--- config.mk ---
export PLATFORM = sky130hd
export DESIGN_NAME = mul_fp_pipe_param
export DESIGN_NICKNAME = d
export VERILOG_FILES = /design/src/rtl/mul_fp_pipe_param.sv
export SDC_FILE = /design/constraint.sdc
export NUM_CORES = 1
export LEC_CHECK = 0
export CAP_MARGIN = 40
export CORE_MARGIN = 2
export CORE_UTILIZATION = 63
export DETAILED_ROUTE_END_ITERATION = 8
export PLACE_DENSITY = 0.86
export SLEW_MARGIN = 20
export SYNTH_ARGS = -nofsm -noshare
export SYNTH_HDL_FRONTEND = slang
export SYNTH_SLANG_ARGS = --single-unit
--- constraint.sdc ---
create_clock -name clk -period 10.1 [get_ports clk]
set_clock_uncertainty 0.05 [all_clocks]
set_input_delay 1.515 -clock clk [delete_from_list [all_inputs] [get_ports clk]]
set_output_delay 1.515 -clock clk [all_outputs]
set_load 0.02 [all_outputs]
--- src/rtl/mul_fp_pipe_param.sv ---
// Three-stage pipelined floating-point multiplier (unpack, multiply, round/pack) with valid/ack flow control.
// Optional status flags are compiled in when MUL_FLAGS_EN is defined.
module mul_fp_pipe_param #(
  parameter int EXP_W = 8,
  parameter int MAN_W = 7,
  localparam int W = 1 + EXP_W + MAN_W
) (
  input  logic           clk,
  input  logic           rst,
  input  logic [2*W-1:0] input_mul,
  input  logic           input_mul_stb,
  output logic           s_input_mul_ack,
  output logic [W-1:0]   z,
  output logic           s_output_z_stb,
  input  logic           output_z_ack
`ifdef MUL_FLAGS_EN
  ,
  output logic [3:0]     z_flags
`endif
);

  localparam int BIAS = 2**(EXP_W-1) - 1;
  localparam int PW   = 2*MAN_W + 2;
  localparam int EW   = EXP_W + 2;
  localparam logic signed [EW-1:0] EMAX  = EW'(2**EXP_W - 1);
  localparam logic signed [EW-1:0] EZERO = '0;

  typedef enum logic [1:0] {CLS_NORM, CLS_NAN, CLS_INF, CLS_ZERO} cls_t;

  logic                   r_s1_valid, r_s1_sign;
  cls_t                   r_s1_cls;
  logic [EXP_W-1:0]       r_s1_ea, r_s1_eb;
  logic [MAN_W-1:0]       r_s1_ma, r_s1_mb;
  logic                   r_s2_valid, r_s2_sign;
  cls_t                   r_s2_cls;
  logic [PW-1:0]          r_s2_prod;
  logic signed [EW-1:0]   r_s2_exp;
  logic [W-1:0]           r_z;
  logic                   r_z_stb;

  logic w_s1_ready, w_s2_ready, w_s3_ready, w_in_fire;

  // A stage can take new data when empty or when its contents move on this cycle.
  assign w_s3_ready      = !r_z_stb || output_z_ack;
  assign w_s2_ready      = !r_s2_valid || w_s3_ready;
  assign w_s1_ready      = !r_s1_valid || w_s2_ready;
  assign s_input_mul_ack = !rst && w_s1_ready;
  assign w_in_fire       = input_mul_stb && s_input_mul_ack;
  assign z               = r_z;
  assign s_output_z_stb  = r_z_stb;

  // Stage 1 classification
  logic             w_a_s, w_b_s;
  logic [EXP_W-1:0] w_a_e, w_b_e;
  logic [MAN_W-1:0] w_a_m, w_b_m;
  logic             w_a_zero, w_b_zero, w_a_inf, w_b_inf, w_a_nan, w_b_nan;
  cls_t             w_cls;

  assign {w_a_s, w_a_e, w_a_m} = input_mul[2*W-1:W];
  assign {w_b_s, w_b_e, w_b_m} = input_mul[W-1:0];
  assign w_a_zero = (w_a_e == '0);
  assign w_b_zero = (w_b_e == '0);
  assign w_a_nan  = (&w_a_e) && (|w_a_m);
  assign w_b_nan  = (&w_b_e) && (|w_b_m);
  assign w_a_inf  = (&w_a_e) && !(|w_a_m);
  assign w_b_inf  = (&w_b_e) && !(|w_b_m);

  always_comb begin
    w_cls = CLS_NORM;
    if (w_a_nan || w_b_nan || (w_a_inf && w_b_zero) || (w_b_inf && w_a_zero))
      w_cls = CLS_NAN;
    else if (w_a_inf || w_b_inf)
      w_cls = CLS_INF;
    else if (w_a_zero || w_b_zero)
      w_cls = CLS_ZERO;
  end

  // Stage 2 datapath
  logic [PW-1:0]        w_s2_prod;
  logic signed [EW-1:0] w_s2_exp;

  assign w_s2_prod = PW'({1'b1, r_s1_ma}) * PW'({1'b1, r_s1_mb});
  assign w_s2_exp  = EW'(r_s1_ea) + EW'(r_s1_eb) - EW'(BIAS);

  // Stage 3 normalise, round to nearest even, pack
  logic                 w_norm, w_guard, w_sticky, w_round_up, w_carry, w_ovf, w_unf;
  logic [2*MAN_W-1:0]   w_sh;
  logic [MAN_W-1:0]     w_man, w_man_r;
  logic signed [EW-1:0] w_exp_n, w_exp_r;
  logic [W-1:0]         w_z;

  always_comb begin
    w_norm     = r_s2_prod[PW-1];
    w_sh       = w_norm ? r_s2_prod[2*MAN_W:1] : r_s2_prod[2*MAN_W-1:0];
    w_man      = w_sh[2*MAN_W-1:MAN_W];
    w_guard    = w_sh[MAN_W-1];
    w_sticky   = (|w_sh[MAN_W-2:0]) || (w_norm && r_s2_prod[0]);
    w_exp_n    = r_s2_exp + EW'(w_norm);
    w_round_up = w_guard && (w_sticky || w_man[0]);
    {w_carry, w_man_r} = {1'b0, w_man} + (MAN_W+1)'(w_round_up);
    w_exp_r    = w_exp_n + EW'(w_carry);
    w_ovf      = (w_exp_r >= EMAX);
    w_unf      = (w_exp_r <= EZERO);
    w_z        = '0;
    case (r_s2_cls)
      CLS_NAN:  w_z = {1'b1, {EXP_W{1'b1}}, 1'b1, {(MAN_W-1){1'b0}}};
      CLS_INF:  w_z = {r_s2_sign, {EXP_W{1'b1}}, {MAN_W{1'b0}}};
      CLS_ZERO: w_z = {r_s2_sign, {(W-1){1'b0}}};
      default: begin
        if (w_ovf)
          w_z = {r_s2_sign, {EXP_W{1'b1}}, {MAN_W{1'b0}}};
        else if (w_unf)
          w_z = {r_s2_sign, {(W-1){1'b0}}};
        else
          w_z = {r_s2_sign, w_exp_r[EXP_W-1:0], w_man_r};
      end
    endcase
  end

  always_ff @(posedge clk) begin
    if (rst) begin
      r_s1_valid <= 1'b0;
      r_s1_sign  <= 1'b0;
      r_s1_cls   <= CLS_NORM;
      r_s1_ea    <= '0;
      r_s1_eb    <= '0;
      r_s1_ma    <= '0;
      r_s1_mb    <= '0;
      r_s2_valid <= 1'b0;
      r_s2_sign  <= 1'b0;
      r_s2_cls   <= CLS_NORM;
      r_s2_prod  <= '0;
      r_s2_exp   <= '0;
      r_z        <= '0;
      r_z_stb    <= 1'b0;
    end else begin
      if (w_s1_ready) begin
        r_s1_valid <= w_in_fire;
        if (w_in_fire) begin
          r_s1_sign <= w_a_s ^ w_b_s;
          r_s1_cls  <= w_cls;
          r_s1_ea   <= w_a_e;
          r_s1_eb   <= w_b_e;
          r_s1_ma   <= w_a_m;
          r_s1_mb   <= w_b_m;
        end
      end
      if (w_s2_ready) begin
        r_s2_valid <= r_s1_valid;
        if (r_s1_valid) begin
          r_s2_sign <= r_s1_sign;
          r_s2_cls  <= r_s1_cls;
          r_s2_prod <= w_s2_prod;
          r_s2_exp  <= w_s2_exp;
        end
      end
      if (w_s3_ready) begin
        r_z_stb <= r_s2_valid;
        if (r_s2_valid)
          r_z <= w_z;
      end
    end
  end

`ifdef MUL_FLAGS_EN
  // {invalid, overflow, underflow, inexact}, loaded together with z
  logic [3:0] w_flags, r_flags;

  always_comb begin
    w_flags = '0;
    case (r_s2_cls)
      CLS_NAN:  w_flags = 4'b1000;
      CLS_NORM: w_flags = {1'b0, w_ovf, w_unf && !w_ovf, w_guard || w_sticky || w_ovf || w_unf};
      default:  w_flags = '0;
    endcase
  end

  always_ff @(posedge clk) begin
    if (rst)
      r_flags <= '0;
    else if (w_s3_ready && r_s2_valid)
      r_flags <= w_flags;
  end

  assign z_flags = r_flags;
`endif

endmodule
==> run metrics, run 1 <==
outcome=finished, final reports clean; final net count=873; EDFF count, synth=0; GRT Residual Overflow=0; Max Buffers Root-to-Sink=2; post-detail-place hpwl=10,280 um; Worst-path clk slew=0.09 ns; die height=100.4 um; met1 Use GR=0.3716; Synth top area share=0.2769; period utilisation layout=0.4775; gr busiest metal=met2; CTS tree=yes; first-pass GRT wire length=22,740 um; P per Cell Area=121.0 nW/um^2; die area=10,080 um^2; largest cells by area after synthesis=dfxtp_1 (28%), fa_1 (13%), ha_1 (11%), nand2_1 (7.8%), inv_1 (4.6%); largest net degree at the start of global routing=52; HP Class=flop to flop; Routed Antenna Nets=0; Setup crit start kind=input pin; Final setup violation count=0; post-synth top area cell=dfxtp_1; max-slew violation count=0; Layout area overhead=13.99%; top-count cell post-synth=nand2_1; post_cts resized=0; post-synthesis sequential area ratio=0.2769; layout filler cell count=672; vias in the first global route=5,016; Hold Slack=0.4106 ns; Core Area=9109 um^2; Iter 0 DRT Violations=240; max_slew headroom=0.4582; Warnings, synthesis=0; clk sink count=81; total setup buffers inserted after CTS=0; final worst path period need=4.823 ns; Fin Setup TNS=0 ns; RSZ-0062 raised after global routing=false; total power=0.8075 mW; port buffer count=53; Hold-fix buffers, CTS=0; worst vdd ir=102.7 uV; worst reg2reg path startpoint=r_s1_mb[6]; async set-reset flop share out of synthesis=0; kind of end point of the critical path=output pin; top post-synthesis cells by count=nand2_1 (121), dfxtp_1 (81), inv_1 (72); cell area after synthesis=5857 um^2; Static Leak=2.945 nW; synthesis-stage register bit count=81; Hold Crit Start=r_s2_prod[1]; drt drc=0; Initial Util=0.6430; Synth Instances=706; initial antenna violation count=0; Via density=5.877; gpl congestion=0.9552; Clk Tree Root Cell=clkbuf_8; Die Wd=100.4 um; M2 GR Usage=0.4713; Hold Fails Final Rpt=0; Synthesized Nets=833; Wirelength per Cell=15.15 um; I/O Pins=54; Req. time, crit path=8.54 ns; layout cells sized above 1=0.04527; total number of vias=5,066; Pre-antenna DRT Iters=5; area of the multi-input gates=3844 um^2; H-tree lvl count=3; Worst-Margin Slew=0.8108 ns; number of max-cap violations=0; Critical path origin=output_z_ack; crit-path max FO=5; std cell rows=35; Total GRT Usage=0.2800; TritonCTS buffer count=9; fmax=207.4 MHz; FF+latch area=1622 um^2; Crit Path Category=input pin to output pin; Detailed Route WL=13,060 um; WP data arrival=3.26 ns; Worst-Skew Late Latency=0.36 ns; synthesized area per cell=8.296 um^2; number of antenna diodes=0; count of cell types in the netlist=54; Top FF cell, synth=dfxtp_1; met3 Usage GRT=0.05989
[metal layers]
layer	part of all wire	up-vias	wire, um
li1	-	2474	-
met1	0.44	2385	5799
met2	0.48	195	6246
met3	0.067	12	875
met4	0.010	0	133
met5	0	-	0
[layout make-up]
type / count / share of cell area
Multi-Input combinational cell: 524 / 0.5757
Sequential cell: 81 / 0.2429
Timing Repair Buffer: 58 / 0.08827
Inverter: 72 / 0.04048
Tap cell: 111 / 0.02080
Clock buffer: 10 / 0.02061
Clock inverter: 6 / 0.01124
[placed cells by master (no fill, tap or decap), types with 4 or more instances in the layout]
master / netlist / layout
inv_1: 72 / 72
nand2_1: 121 / 121
or3_1: 5 / 5
nor3_1: 9 / 9
and2_1: 33 / 33
nor2b_1: 8 / 8
mux2_2: 4 / 4
a21oi_1: 43 / 43
a21o_1: 5 / 5
clkdlybuf4s50_1: 0 / 52
xor2_1: 6 / 6
a31oi_1: 4 / 4
a211o_1: 6 / 6
fa_1: 38 / 38
nand4_1: 7 / 7
o21ai_0: 17 / 17
dfxtp_1: 81 / 81
o31ai_1: 13 / 13
xnor2_1: 14 / 14
clkbuf_8: 0 / 10
mux2i_1: 6 / 6
nand3_1: 35 / 35
a22o_1: 4 / 4
a211oi_1: 7 / 7
ha_1: 53 / 53
a311oi_1: 4 / 4
nor4_1: 10 / 10
nor2_1: 38 / 38
[state kept, by name, summed over array words and instances, names as in the netlist]
name / cells
r_s1_cls: 2
r_s1_ea: 8
r_s1_eb: 8
r_s1_ma: 7
r_s1_mb: 7
r_s1_sign: 1
r_s1_valid: 1
r_s2_cls: 2
r_s2_exp: 10
r_s2_prod: 16
r_s2_sign: 1
r_s2_valid: 1
s_output_z_stb: 1
z: 16
[cell families (layout without fill, tap and decap cells)]
kind of cell             Yosys count  in the layout  share of synthesized area
flip-flops                        81             81                     0.2769
adder cells (fa/ha/maj)           91             91                     0.2431
multiplexers                      10             10                    0.01794
XOR/XNOR                          20             20                    0.02991
buffers and inverters            101            146                    0.06687
AND/OR/NAND/NOR                  282            282                     0.2299
AO/OA/AOI/OAI                    121            121                     0.1354
[stage by stage]
stage | utilization | cells | instance area [um^2] | worst slack (ns)
floorplan | - | 706 | 5857 | 5.919
global placement | 0.7034 | 842 | 6407 | 5.310
detailed placement | 0.7096 | 846 | 6464 | 5.294
CTS | 0.7330 | 862 | 6676 | 5.287
global route | 0.7330 | 862 | 6676 | 5.096
finish | 0.7330 | 862 | 6676 | 5.277
[report_power, final]
| group | switching, mW | leakage (nW) | internal (mW) |
|---|---|---|---|
| Combinational | 0.108 | 2.18 | 0.0869 |
| Sequential | 0.0232 | 0.663 | 0.338 |
| Clock | 0.127 | 0.105 | 0.124 |
| Total | 0.258 | 2.94 | 0.549 |
[worst paths after layout]
check | slack (ns) | end | depth (start not counted)
worst max-delay path | 5.28 | s_input_mul_ack | 5
worst max register to register | 5.44 | r_s2_prod[14] | 15
worst min-delay path | 0.41 | r_s2_prod[1] | 2
worst min register to register | 0.41 | r_s2_prod[1] | 2
[critical path: stages]
cell and delay, ns:
clkdlybuf4s50_1 0.45, nor2b_1 0.09, and2_1 0.21, a21oi_1 0.31
clkdlybuf4s50_1 0.67
No activity file was read; power rests on OpenSTA's default activity.
==> run 2: changes to the inputs <==
Settings changed: CORE_UTILIZATION 63 to 53, PLACE_DENSITY 0.86 to 0.77.
Clock period 10.1 ns to 4.3 ns, I/O delays scaled along.
==> run 2 against run 1 <==
Cell area grew 4.8%. Total power rose by 140%. Global-route usage is 3.5 points lower. Sequential power increased by 130%. Critical path type is now flop to flop. Largest power group unchanged. Highest routed layer unchanged.
==> run metrics, run 2 (synthesized netlist as in run 1, its figures left out) <==
outcome=finished, final reports clean; layout cells sized above 1=0.1065 (+0.06127); Iter 0 DRT Violations=238 (-0.83%); reg2reg path depth=16 (+1); Min-Delay Path Depth=2 (unchanged); HP Class=flop to flop; die height=109.1 um (+8.7%); Top delay family on crit path=adder cells; commonest non-fill, non-tap cells in the layout=nand2_1 (121), dfxtp_1 (74), inv_1 (70), clkdlybuf4s50_1 (52), ha_1 (50); clock power share=0.288 (-0.023); period utilisation layout=0.9748; register share of total power=0.435 (-0.012); die area=11,910 um^2 (+18%); design area=6995 um^2 (+4.8%); total number of vias=5,106 (+0.79%); crit-path max FO=6 (+1); Req. time, crit path=4.55 ns (-3.99 ns); std cell rows=38 (+8.6%); drt drc=0 (unchanged); M2 GR Usage=0.4082 (-0.06318); slowest CP cell=fa_1; Total GRT Usage=0.2447 (-0.03530); Setup crit start kind=flop; worst vdd ir=137.3 uV (+34%); Worst Slack Setup Final=0.1086 ns (-5.169 ns); Wirelength per Cell=15.14 um (about the same); Levels on crit path=16 (+11); Worst-Margin Slew=0.8339 ns (+0.02310 ns); TritonCTS buffer count=9 (unchanged); gr busiest metal=met2; Initial Util=0.5427 (-0.1003); Final Instance Count excl. Fillers=919 (+6.6%); Psw=0.6196 mW (+140%); Worst path max stage delay=0.54 ns (-0.13 ns); flop-to-flop setup slack=0.11 ns (-5.33 ns); Pre-antenna DRT Iters=5 (unchanged); Top cell by count, worst path=fa_1; buffers plus inverters on the worst setup path=4 (+2); first-pass GRT wire length=22,850 um (+0.45%); combinational share of power=0.277 (+0.035); Core Util, Final=0.6482 (-0.08481); most common cell after layout, fill and taps aside=nand2_1; WP data arrival=4.44 ns (+1.18 ns); crit-path cells=and2_1, fa_1, inv_1, fa_1, inv_1, fa_1, inv_1, fa_1, inv_2, ha_4, nor4_4, o21ai_2, a311oi_2, xnor2_1, nand2_1, a21oi_1; Via density=5.556 (-5.5%); number of antenna diodes=0 (unchanged); fmax=238.6 MHz; port buffer count=53 (unchanged); Routed Antenna Nets=0 (unchanged); Crit Path Category=flop to flop; dpl ws=-0.2258 ns (-5.520 ns); Final setup violation count=0 (unchanged); Clk Tree Root Cell=clkbuf_8; max-slew violation count=0 (unchanged); gpl congestion=0.9077 (-5.0%); I/O Pins=54 (unchanged); Layout area overhead=19.44%; Fin Setup TNS=0 ns (unchanged); clk sink count=81 (unchanged); Core Area=10,790 um^2 (+18%); Detailed Route WL=13,910 um (+6.6%); number of max-cap violations=0 (unchanged); Hold-fix buffers, CTS=0 (unchanged); Die Wd=109.1 um (+8.7%); max_slew headroom=0.4427 (-0.01544); Power Internal=1.306 mW (+140%); kind of end point of the critical path=flop; H-tree lvl count=3 (unchanged); largest net degree at the start of global routing=27 (-48%); met3 Usage GRT=0.03168 (-0.02821); Area after DPL=6704 um^2 (+3.7%); Switching Fraction=0.3218 (+0.001779); CTS tree=yes; initial antenna violation count=0 (unchanged); met1 Use GR=0.3171 (-0.05446); P per Cell Area=275.3 nW/um^2 (+130%); Static Leak=3.093 nW (+5.0%); Worst-path clk slew=0.08 ns (about the same); GRT Residual Overflow=0 (unchanged); vias in the first global route=5,016 (unchanged); post-detail-place hpwl=10,880 um (+5.8%); Worst-Skew Late Latency=0.36 ns (about the same); final worst path period need=4.191 ns; Hold Slack=0.4038 ns (-0.006754 ns); final net count=902 (+3.3%); total power=1.926 mW (+140%); Placed Cells=902 (+6.6%); Max Buffers Root-to-Sink=2 (unchanged); Hold Fails Final Rpt=0 (unchanged)
[run 2: cell count changes in the layout (fill, tap and decap cells not counted), moves of 3 or more]
cell | before | now
buf_4 | 1 | 32
dfxtp_1 | 81 | 74
dfxtp_2 | 0 | 6
o21ai_0 | 17 | 13
ha_1 | 53 | 50
[run 2: worst min-delay path, delay by kind of cell (launching register included)]
family,cells,cell delay (ns)
DFF,1,0.32
AOI/OAI and AO/OA,1,0.05
and+or+nand+nor,1,0.05
[run 2: area by class of cell]
class | count | area (um^2)
Clock buffer | 10 | 127.6
Clock inverter | 5 | 57.56
Sequential cell | 81 | 1633
Timing Repair Buffer | 87 | 808.3
Tap cell | 140 | 175.2
Inverter | 72 | 270.3
Fill cell | 933 | 3797
Multi-Input combinational cell | 524 | 3924
[run 2: path summary, 6_finish.rpt]
kind / from / to
setup reg to reg: r_s1_mb[4] / r_s2_prod[12]
setup / recovery: r_s1_mb[4] / r_s2_prod[12]
hold / removal: r_s2_prod[7] / r_s2_prod[7]
hold reg to reg: r_s2_prod[7] / r_s2_prod[7]
[run 2: what timing repair did]
action	CTS	global route
pin swaps	6	15
setup buffers	2	0
setup endpoints to repair	5	7
gates resized for setup	9	22
[run 2: per-layer routing]
layer,share of wire,vias up
met4,0.029,0
met2,0.47,137
met3,0.036,33
li1,-,2543
met5,0,-
met1,0.47,2393
[run 2: power by group through the flow]
stage	registers, mW	clock network [mW]	logic, mW
6_report	0.837	0.554	0.534
5_1_grt	0.844	0.594	0.599
4_1_cts	0.836	0.561	0.513
3_5_place_dp	0.853	0	0.498
3_3_place_gp	0.849	0	0.478
2_1_floorplan	0.849	0	0.320
